File: src/rtl/def_griddimensions.sv
// Grid dimension defaults shared by the Sudoku tile logic.
//   GRID_LEN : grid length (values, masks and indices are GRID_LEN bits wide).
// Guarded so that a command-line definition takes precedence.
`ifndef GRID_LEN
`define GRID_LEN 4
`endif

File: src/rtl/sudoku_pkg.sv
// Shared types and helpers for the Sudoku tile controllers.
//   tile_state_e : requester FSM states.
//   collides     : nonzero overlap between a candidate value and an occupancy mask.
//   onehot_last  : true when a one-hot index sits on the last pool position.
// Helpers take MaxLen-bit arguments; callers zero-extend narrower vectors.
package sudoku_pkg;

   localparam int unsigned MaxLen = 32;

   typedef enum logic [1:0] {IDLE, REQ, CHECK, HOLD} tile_state_e;

   function automatic logic collides(input logic [MaxLen-1:0] value,
                                     input logic [MaxLen-1:0] mask);
      return |(value & mask);
   endfunction

   function automatic logic onehot_last(input logic [MaxLen-1:0] idx,
                                        input int unsigned       w);
      return |(idx & (MaxLen'(1) << (w - 1)));
   endfunction

endpackage

File: src/rtl/tile_requester.sv
// Requester-side controller for one Sudoku tile on the shared row-bias bus.
// Walks a one-hot index through the row's value pool, requests each candidate
// from the row bias and commits the first one that misses the column/block
// occupancy. In HOLD, 'back' rejects the commit and resumes the walk.
//
// Ports:
//   clock    : rising-edge clock
//   reset    : synchronous, active-high
//   enable   : start a fresh search (IDLE only)
//   back     : reject committed value and resume (HOLD only)
//   occupied : OR of values taken in this tile's column and block
//   busvalue : row-bias value, valid the cycle after 'update'
//   rqindex  : one-hot pool index, zero when idle
//   update   : one-cycle strobe asking the row bias to latch 'rqindex'
//   value    : committed one-hot value, zero when nothing committed
//   done     : one-cycle pulse on commit
//   fail     : one-cycle pulse when the pool is exhausted
//   attempts : REQ cycles of the current search, saturating at w
//              (present only when TILE_REQUESTER_ATTEMPTS_EN is defined)
`include "def_griddimensions.sv"

module tile_requester
   import sudoku_pkg::*;
#(
   parameter int unsigned w = `GRID_LEN
) (
   input  logic         clock,
   input  logic         reset,
   input  logic         enable,
   input  logic         back,
   input  logic [w-1:0] occupied,
   input  logic [w-1:0] busvalue,
   output logic [w-1:0] rqindex,
   output logic         update,
   output logic [w-1:0] value,
   output logic         done,
   output logic         fail
`ifdef TILE_REQUESTER_ATTEMPTS_EN
   ,
   output logic [$clog2(w+1)-1:0] attempts
`endif
);

   tile_state_e  state_q, state_d;
   logic [w-1:0] rqindex_q, rqindex_d;
   logic [w-1:0] value_q, value_d;
   logic         done_q, done_d;
   logic         fail_q, fail_d;
   logic         advance;

   // State register
   always_ff @(posedge clock) begin
      if (reset) begin
         state_q   <= IDLE;
         rqindex_q <= '0;
         value_q   <= '0;
         done_q    <= 1'b0;
         fail_q    <= 1'b0;
      end else begin
         state_q   <= state_d;
         rqindex_q <= rqindex_d;
         value_q   <= value_d;
         done_q    <= done_d;
         fail_q    <= fail_d;
      end
   end

   // Next-state and index logic
   always_comb begin
      state_d   = state_q;
      rqindex_d = rqindex_q;
      value_d   = value_q;
      done_d    = 1'b0;
      fail_d    = 1'b0;
      advance   = 1'b0;

      unique case (state_q)
         IDLE: begin
            rqindex_d = '0;
            value_d   = '0;
            if (enable) begin
               rqindex_d = {{(w-1){1'b0}}, 1'b1};
               state_d   = REQ;
            end
         end
         REQ: begin
            state_d = CHECK;
         end
         CHECK: begin
            // A zero bus value misses every mask and is committed as-is.
            if (!collides(MaxLen'(busvalue), MaxLen'(occupied))) begin
               value_d = busvalue;
               done_d  = 1'b1;
               state_d = HOLD;
            end else begin
               advance = 1'b1;
            end
         end
         HOLD: begin
            // Backtrack frees the value first, then steps like a collision.
            if (back) begin
               value_d = '0;
               advance = 1'b1;
            end
         end
         default: begin
            state_d = IDLE;
         end
      endcase

      if (advance) begin
         if (onehot_last(MaxLen'(rqindex_q), w)) begin
            rqindex_d = '0;
            value_d   = '0;
            fail_d    = 1'b1;
            state_d   = IDLE;
         end else begin
            rqindex_d = rqindex_q << 1;
            state_d   = REQ;
         end
      end
   end

   // Outputs
   always_comb begin
      update  = (state_q == REQ);
      rqindex = rqindex_q;
      value   = value_q;
      done    = done_q;
      fail    = fail_q;
   end

`ifdef TILE_REQUESTER_ATTEMPTS_EN
   localparam int unsigned AttW = $clog2(w + 1);

   logic [AttW-1:0] attempts_q;

   always_ff @(posedge clock) begin
      if (reset) begin
         attempts_q <= '0;
      end else if (state_q == IDLE && enable) begin
         attempts_q <= '0;
      end else if (state_q == REQ && attempts_q != AttW'(w)) begin
         attempts_q <= attempts_q + 1'b1;
      end
   end

   assign attempts = attempts_q;
`endif

   rqindex_onehot0_a : assert property (@(posedge clock) $onehot0(rqindex_q));

   // The row bias never answers a one-hot request with zero.
   busvalue_nonzero_a : assert property (@(posedge clock) disable iff (reset)
      (state_q == CHECK) |-> (busvalue != '0));

endmodule

File: config.mk
export PLATFORM = sky130hd
export DESIGN_NAME = tile_requester
export DESIGN_NICKNAME = d
export VERILOG_FILES = /design/src/rtl/sudoku_pkg.sv /design/src/rtl/tile_requester.sv
export VERILOG_INCLUDE_DIRS = /design/src /design/src/rtl
export SDC_FILE = /design/constraint.sdc
export NUM_CORES = 1
export LEC_CHECK = 0
export ABC_AREA = 1
export BUFFER_PORTS_ARGS = -buffer_cell sky130_fd_sc_hd__buf_2
export CELL_PAD_IN_SITES_DETAIL_PLACEMENT = 1
export CELL_PAD_IN_SITES_GLOBAL_PLACEMENT = 1
export CORE_ASPECT_RATIO = 1.25
export CORE_MARGIN = 5
export CORE_UTILIZATION = 35
export CTS_BUF_LIST = sky130_fd_sc_hd__clkbuf_4 sky130_fd_sc_hd__clkbuf_8
export DETAILED_ROUTE_END_ITERATION = 7
export PLACE_DENSITY = 0.83
export RECOVER_POWER = 25
export SKIP_CTS_REPAIR_TIMING = 1
export SLEW_MARGIN = 20
export SYNTH_ARGS = -nofsm -noshare
export SYNTH_HDL_FRONTEND = slang
export SYNTH_SLANG_ARGS = --single-unit
File: constraint.sdc
create_clock -name clock -period 2.1 [get_ports clock]
set_input_delay 0.315 -clock clock [delete_from_list [all_inputs] [get_ports clock]]
set_output_delay 0.315 -clock clock [all_outputs]
set_load 0.05 [all_outputs]
* Word level (Yosys, flattened, before mapping) *
Index checks and enable logic that the tools add are counted.

operators by class
  shift-type cells = 0
  multipliers = 0
  reductions and logical operators = 7
  divide/modulo/power cells = 0
  mux-type cells = 19
  $lt $le $gt $ge = 0
  bitwise logic cells = 3
  $add $sub $neg = 0
  eq/ne operators = 5

operators by type and width
  kind                                           count
  OR reduction 32 bit                            1
  2-to-1 mux 4 bit                               7
  case mux 4 bit (3 select lines)                1
  2-to-1 mux 1 bit                               6
  2-to-1 mux 2 bit                               3
  != test 3 bit, second input constant           2
  case mux 2 bit (3 select lines)                1
  AND 4 bit                                      1
  == test 2 bit, second input constant           2
  nonzero test 4 bit                             1
  OR reduction 2 bit                             2
  AND reduction 3 bit                            1
  == test 2 x 1 -> 1 bit, second input constant  1
  zero test 2 bit                                1
  NOT 1 bit                                      2
  case mux 1 bit (2 select lines)                1
  nonzero test 2 bit                             1

storage, ports and cells
  bits in latches = 0
  output and inout port bits = 11
  memories = 0
  bits in registers = 12
  word-level logic and storage cells = 39
  RAM bits = 0
  ROM bits = 0

* Longest topological paths before layout *
  depth after elaboration = 6
  mapped depth = 10

* Least setup slack after synthesis *
Ideal clock, no wire load.

  kind = register to register
  from = register state_q[1]
  to = register value_q[0], in the netlist value[0]
  arrival = 1.431 ns
  slack = 0.599 ns
  data required time = 2.030 ns
  period minus slack after synthesis = 1.501 ns
  cell stages (with the launch flop) = 7
  path buffers = 0
  path through = dfxtp_1 inv_1 ha_1 inv_1 nand3_1 nand2_1 a21oi_1

on the way
  cells in the longest elaborated chain, start to end = 4
  elaborated cells on any way between the ends = 7

RTL lines
  what                                              RTL line               source
  start: declaration                                tile_requester.sv:44   tile_state_e state_q, state_d;
  start signal: assignment                          tile_requester.sv:60   state_q <= state_d;
  == test 2 bit or zero test 2 bit (tied branches)  tile_requester.sv:77   unique case (state_q)
  case mux 4 bit (3 select lines)                   tile_requester.sv:77
  2-to-1 mux 4 bit                                  tile_requester.sv:112  if (onehot_last(MaxLen'(rqindex_q), w)) begin
  2-to-1 mux 4 bit (*)                              tile_requester.sv:111  if (advance) begin
  end signal: assignment                            tile_requester.sv:62   value_q <= value_d;
  end: declaration                                  tile_requester.sv:46   logic [w-1:0] value_q, value_d;

Every way passes the cells marked *; elsewhere a longest branch is shown, timed or not.
A chain may end at the register's enable or synchronous reset.

* Final worst setup path *
  from = register state_q[1]
  to = register state_q[0]

on the way
  cells in the longest elaborated chain, start to end = 4
  elaborated cells on any way between the ends = 11

RTL lines
  what                                                                  RTL line
  == test 2 bit                                                         tile_requester.sv:77
  case mux 1 bit (2 select lines)                                       tile_requester.sv:77
  != test 3 bit (no source line) or nonzero test 4 bit (tied branches)  -
  AND reduction 3 bit (no source line)                                  -

Several ways; a longest one is shown, not always the timed one.

==> flow_metrics.tcl <==
set metrics [dict create \
    grt.overflow.total 0 \
    cp.arrival_ps 1800 \
    routed_wl_mm 1.78 \
    final_common_cell "nand2_1" \
    path_common_cell "nor2_1" \
    slowest_delay_ps 350 \
    power_density_nw_per_um2 1220 \
    worst_path_max_delay_cell "dfxtp_1" \
    ys_seq_elements 12 \
    synth_seq_area_share_pct 37.4 \
    tns_ps 0 \
    crit_path_start_kind "register" \
    io_buffers 22 \
    finalHoldWorstSlack_ps 296 \
    io_pins 23 \
    vias 662 \
    syn-num-nets 102 \
    fmax_ghz 0.635 \
    dpl.hpwl_mm 1.47 \
    viasPerCell 5.13 \
    fp.dieH_um 57.9 \
    min_from "reset" \
    setup_violations 0 \
    skew_ps 4.75 \
    holdPathStages 2 \
    gp_congestion 0.847 \
    antenna_found_initial 0 \
    grt_start_max_net_pins 11 \
    die_width_um 48.3 \
    diodes 0 \
    detail-route-antenna-nets 0 \
    fin_util_pct 45.5 \
    clock_latency_ps 290 \
    syn_to_final_growth_pct 25.1 \
    met1_usage_pct 12.8 \
    yosys_warnings 0 \
    core_um2 1770 \
    r2r_slack_ps 530 \
    pwr-share-clk_pct 20.2 \
    worstHoldEndpoint "rqindex[2]$_SDFFE_PP0P_" \
    path_buf_inv 3 \
    worst_slew_pin_slew_ps 605 \
    htree_num_levels 1 \
    r2r_end "state_q[0]$_SDFFE_PP0P_" \
    r2r-start "state_q[1]$_SDFFE_PP0P_" \
    crit_type "register to register" \
    report.final.slew_viol_count 0 \
    drt_iter0_markers 6 \
    grt_pass1_wl_mm 3.00 \
    nets 128 \
    p_comb_share_pct 51.1 \
    cts_tree "built" \
    end_kind "register" \
    leakagePower_uw 0.000365 \
    critPathRequiredTime_ps 2330 \
    drtPass1Iterations 3 \
    grt_pass1_vias 705 \
    ir_worst_vdd_v 0.000597 \
    initial_core_util_pct 36.4 \
    fin_crit_ps 1570 \
    top_usage_layer "met2" \
    hold_viol 0 \
    crit_family "simple AND/OR/NAND/NOR gates" \
    maxCapViolCount 0 \
    grt_use_met3_pct 4.63 \
    swShare_pct 47.4 \
    dieArea_um2 2800 \
    power.internal_uw 516 \
    syn_area_um2 642 \
    synth_cell_types 20 \
    grtUsageMet2_pct 24.3 \
    cts_root_buffer "clkbuf_4" \
    rsz0062_at_grt "no" \
    r2r_cells 10 \
    clk_path_buf_depth 2 \
    drc 0 \
    drive_gt1_share_pct 29.1 \
    maxSlewHeadroom_pct 59.8 \
    post_drt_wl_per_cell_um 13.8 \
    outcome "complete, no violations" \
    layout_common_cells "nand2_1, buf_2, dfxtp_1" \
    power.switching_uw 464 \
    numCtsBuffers 3 \
    cts.sink_count 12 \
    seqPwrFrac_pct 28.7 \
    track_usage_pct 13.7 \
    hold_path.class "primary input to register" \
    cp_cell_sequence "inv_1, ha_1, inv_2, nand2_2, nor2_1, nor2_2, inv_1, a21oi_1, nor2_1, nor2_1" \
    path_clk_slew_ps 90 \
    num_rows 17 \
    period_share_pct 74.9 \
    path_max_fanout 4 \
    synthesis.instances 85 \
    synth_area_per_cell_um2 7.55 \
]
cell usage after synthesis:
cell      count  area (um2)
a21oi_1       8        40.0
nand4_1       4        25.0
nand3_1       5        25.0
nand2_1      25        93.8
a211oi_2      1        12.5
nor2_4        1        11.3
buf_1         1        3.75
nand3b_1      1        7.51
dfxtp_1      12         240
o21ai_4       1        16.3
ha_1          5        62.6
inv_1         7        26.3
nand2_4       1        11.3
nor2_2        1        6.26
o21ai_2       1        8.76
nand2_2       2        12.5
inv_2         2        7.51
a211oi_1      1        7.51
nor2_1        5        18.8
nor3_1        1        5.00
through the flow:
step / cells / power, uW / setup WS (ps) / cell area, um2
global placement: 125 / 776 / 578 / 772
floorplan: 85 / 681 / 599 / 642
global route: 129 / 1060 / 315 / 803
detailed placement: 125 / 792 / 544 / 772
CTS: 129 / 991 / 487 / 808
finish: 129 / 980 / 526 / 803
sequential cells by signal (all words and copies together), names as in the netlist:
signal	cells
done	1
fail	1
rqindex	4
state_q	2
value	4
metal layers:
metal  share of wire (%)  routed length (um)  up-vias
li1                    -                   -      326
met1                  39                 692      302
met2                  49                 863       25
met3                 7.1                 127        9
met4                 5.3                  94        0
met5                   0                   0        -
how the worst max path moves through the flow:
stage | cells after the start | endpoint | startpoint | slack, ps
detailed placement | 10 | state_q[0]$_SDFFE_PP0P_ | state_q[1]$_SDFFE_PP0P_ | 540
finish | 10 | state_q[0]$_SDFFE_PP0P_ | state_q[1]$_SDFFE_PP0P_ | 530
CTS | 10 | state_q[0]$_SDFFE_PP0P_ | state_q[1]$_SDFFE_PP0P_ | 490
global placement | 10 | state_q[0]$_SDFFE_PP0P_ | state_q[1]$_SDFFE_PP0P_ | 580
global route | 10 | state_q[0]$_SDFFE_PP0P_ | state_q[1]$_SDFFE_PP0P_ | 310
floorplan | 6 | value[0]$_SDFF_PP0_ | state_q[1]$_SDFFE_PP0P_ | 600
cells by family after synthesis:
kind of cell	after synthesis	share of synthesized area (%)
flip-flops	12	37.4
AO/OA/AOI/OAI	12	13.3
adder cells (fa/ha/maj)	5	9.75
AND/OR/NAND/NOR	46	33.7
buffers and inverters	10	5.85
cell type report:
cell class                 instances  area [um2]
timing repair buffer              22         105
fill                             246         962
multi-input combinational         63         364
sequential                        12         240
clock buffer                       4        36.3
inverter                           9        33.8
tap                               19        23.8
power by group through the flow:
stage                     sequential, uW  combinational, uW  clock [uW]
after floorplan                      318                363           0
after global placement               285                491           0
after CTS                            282                509         200
after global routing                 287                558         211
final                                281                501         198
after detailed placement             288                504           0
No activity file was read; power rests on OpenSTA's default activity.
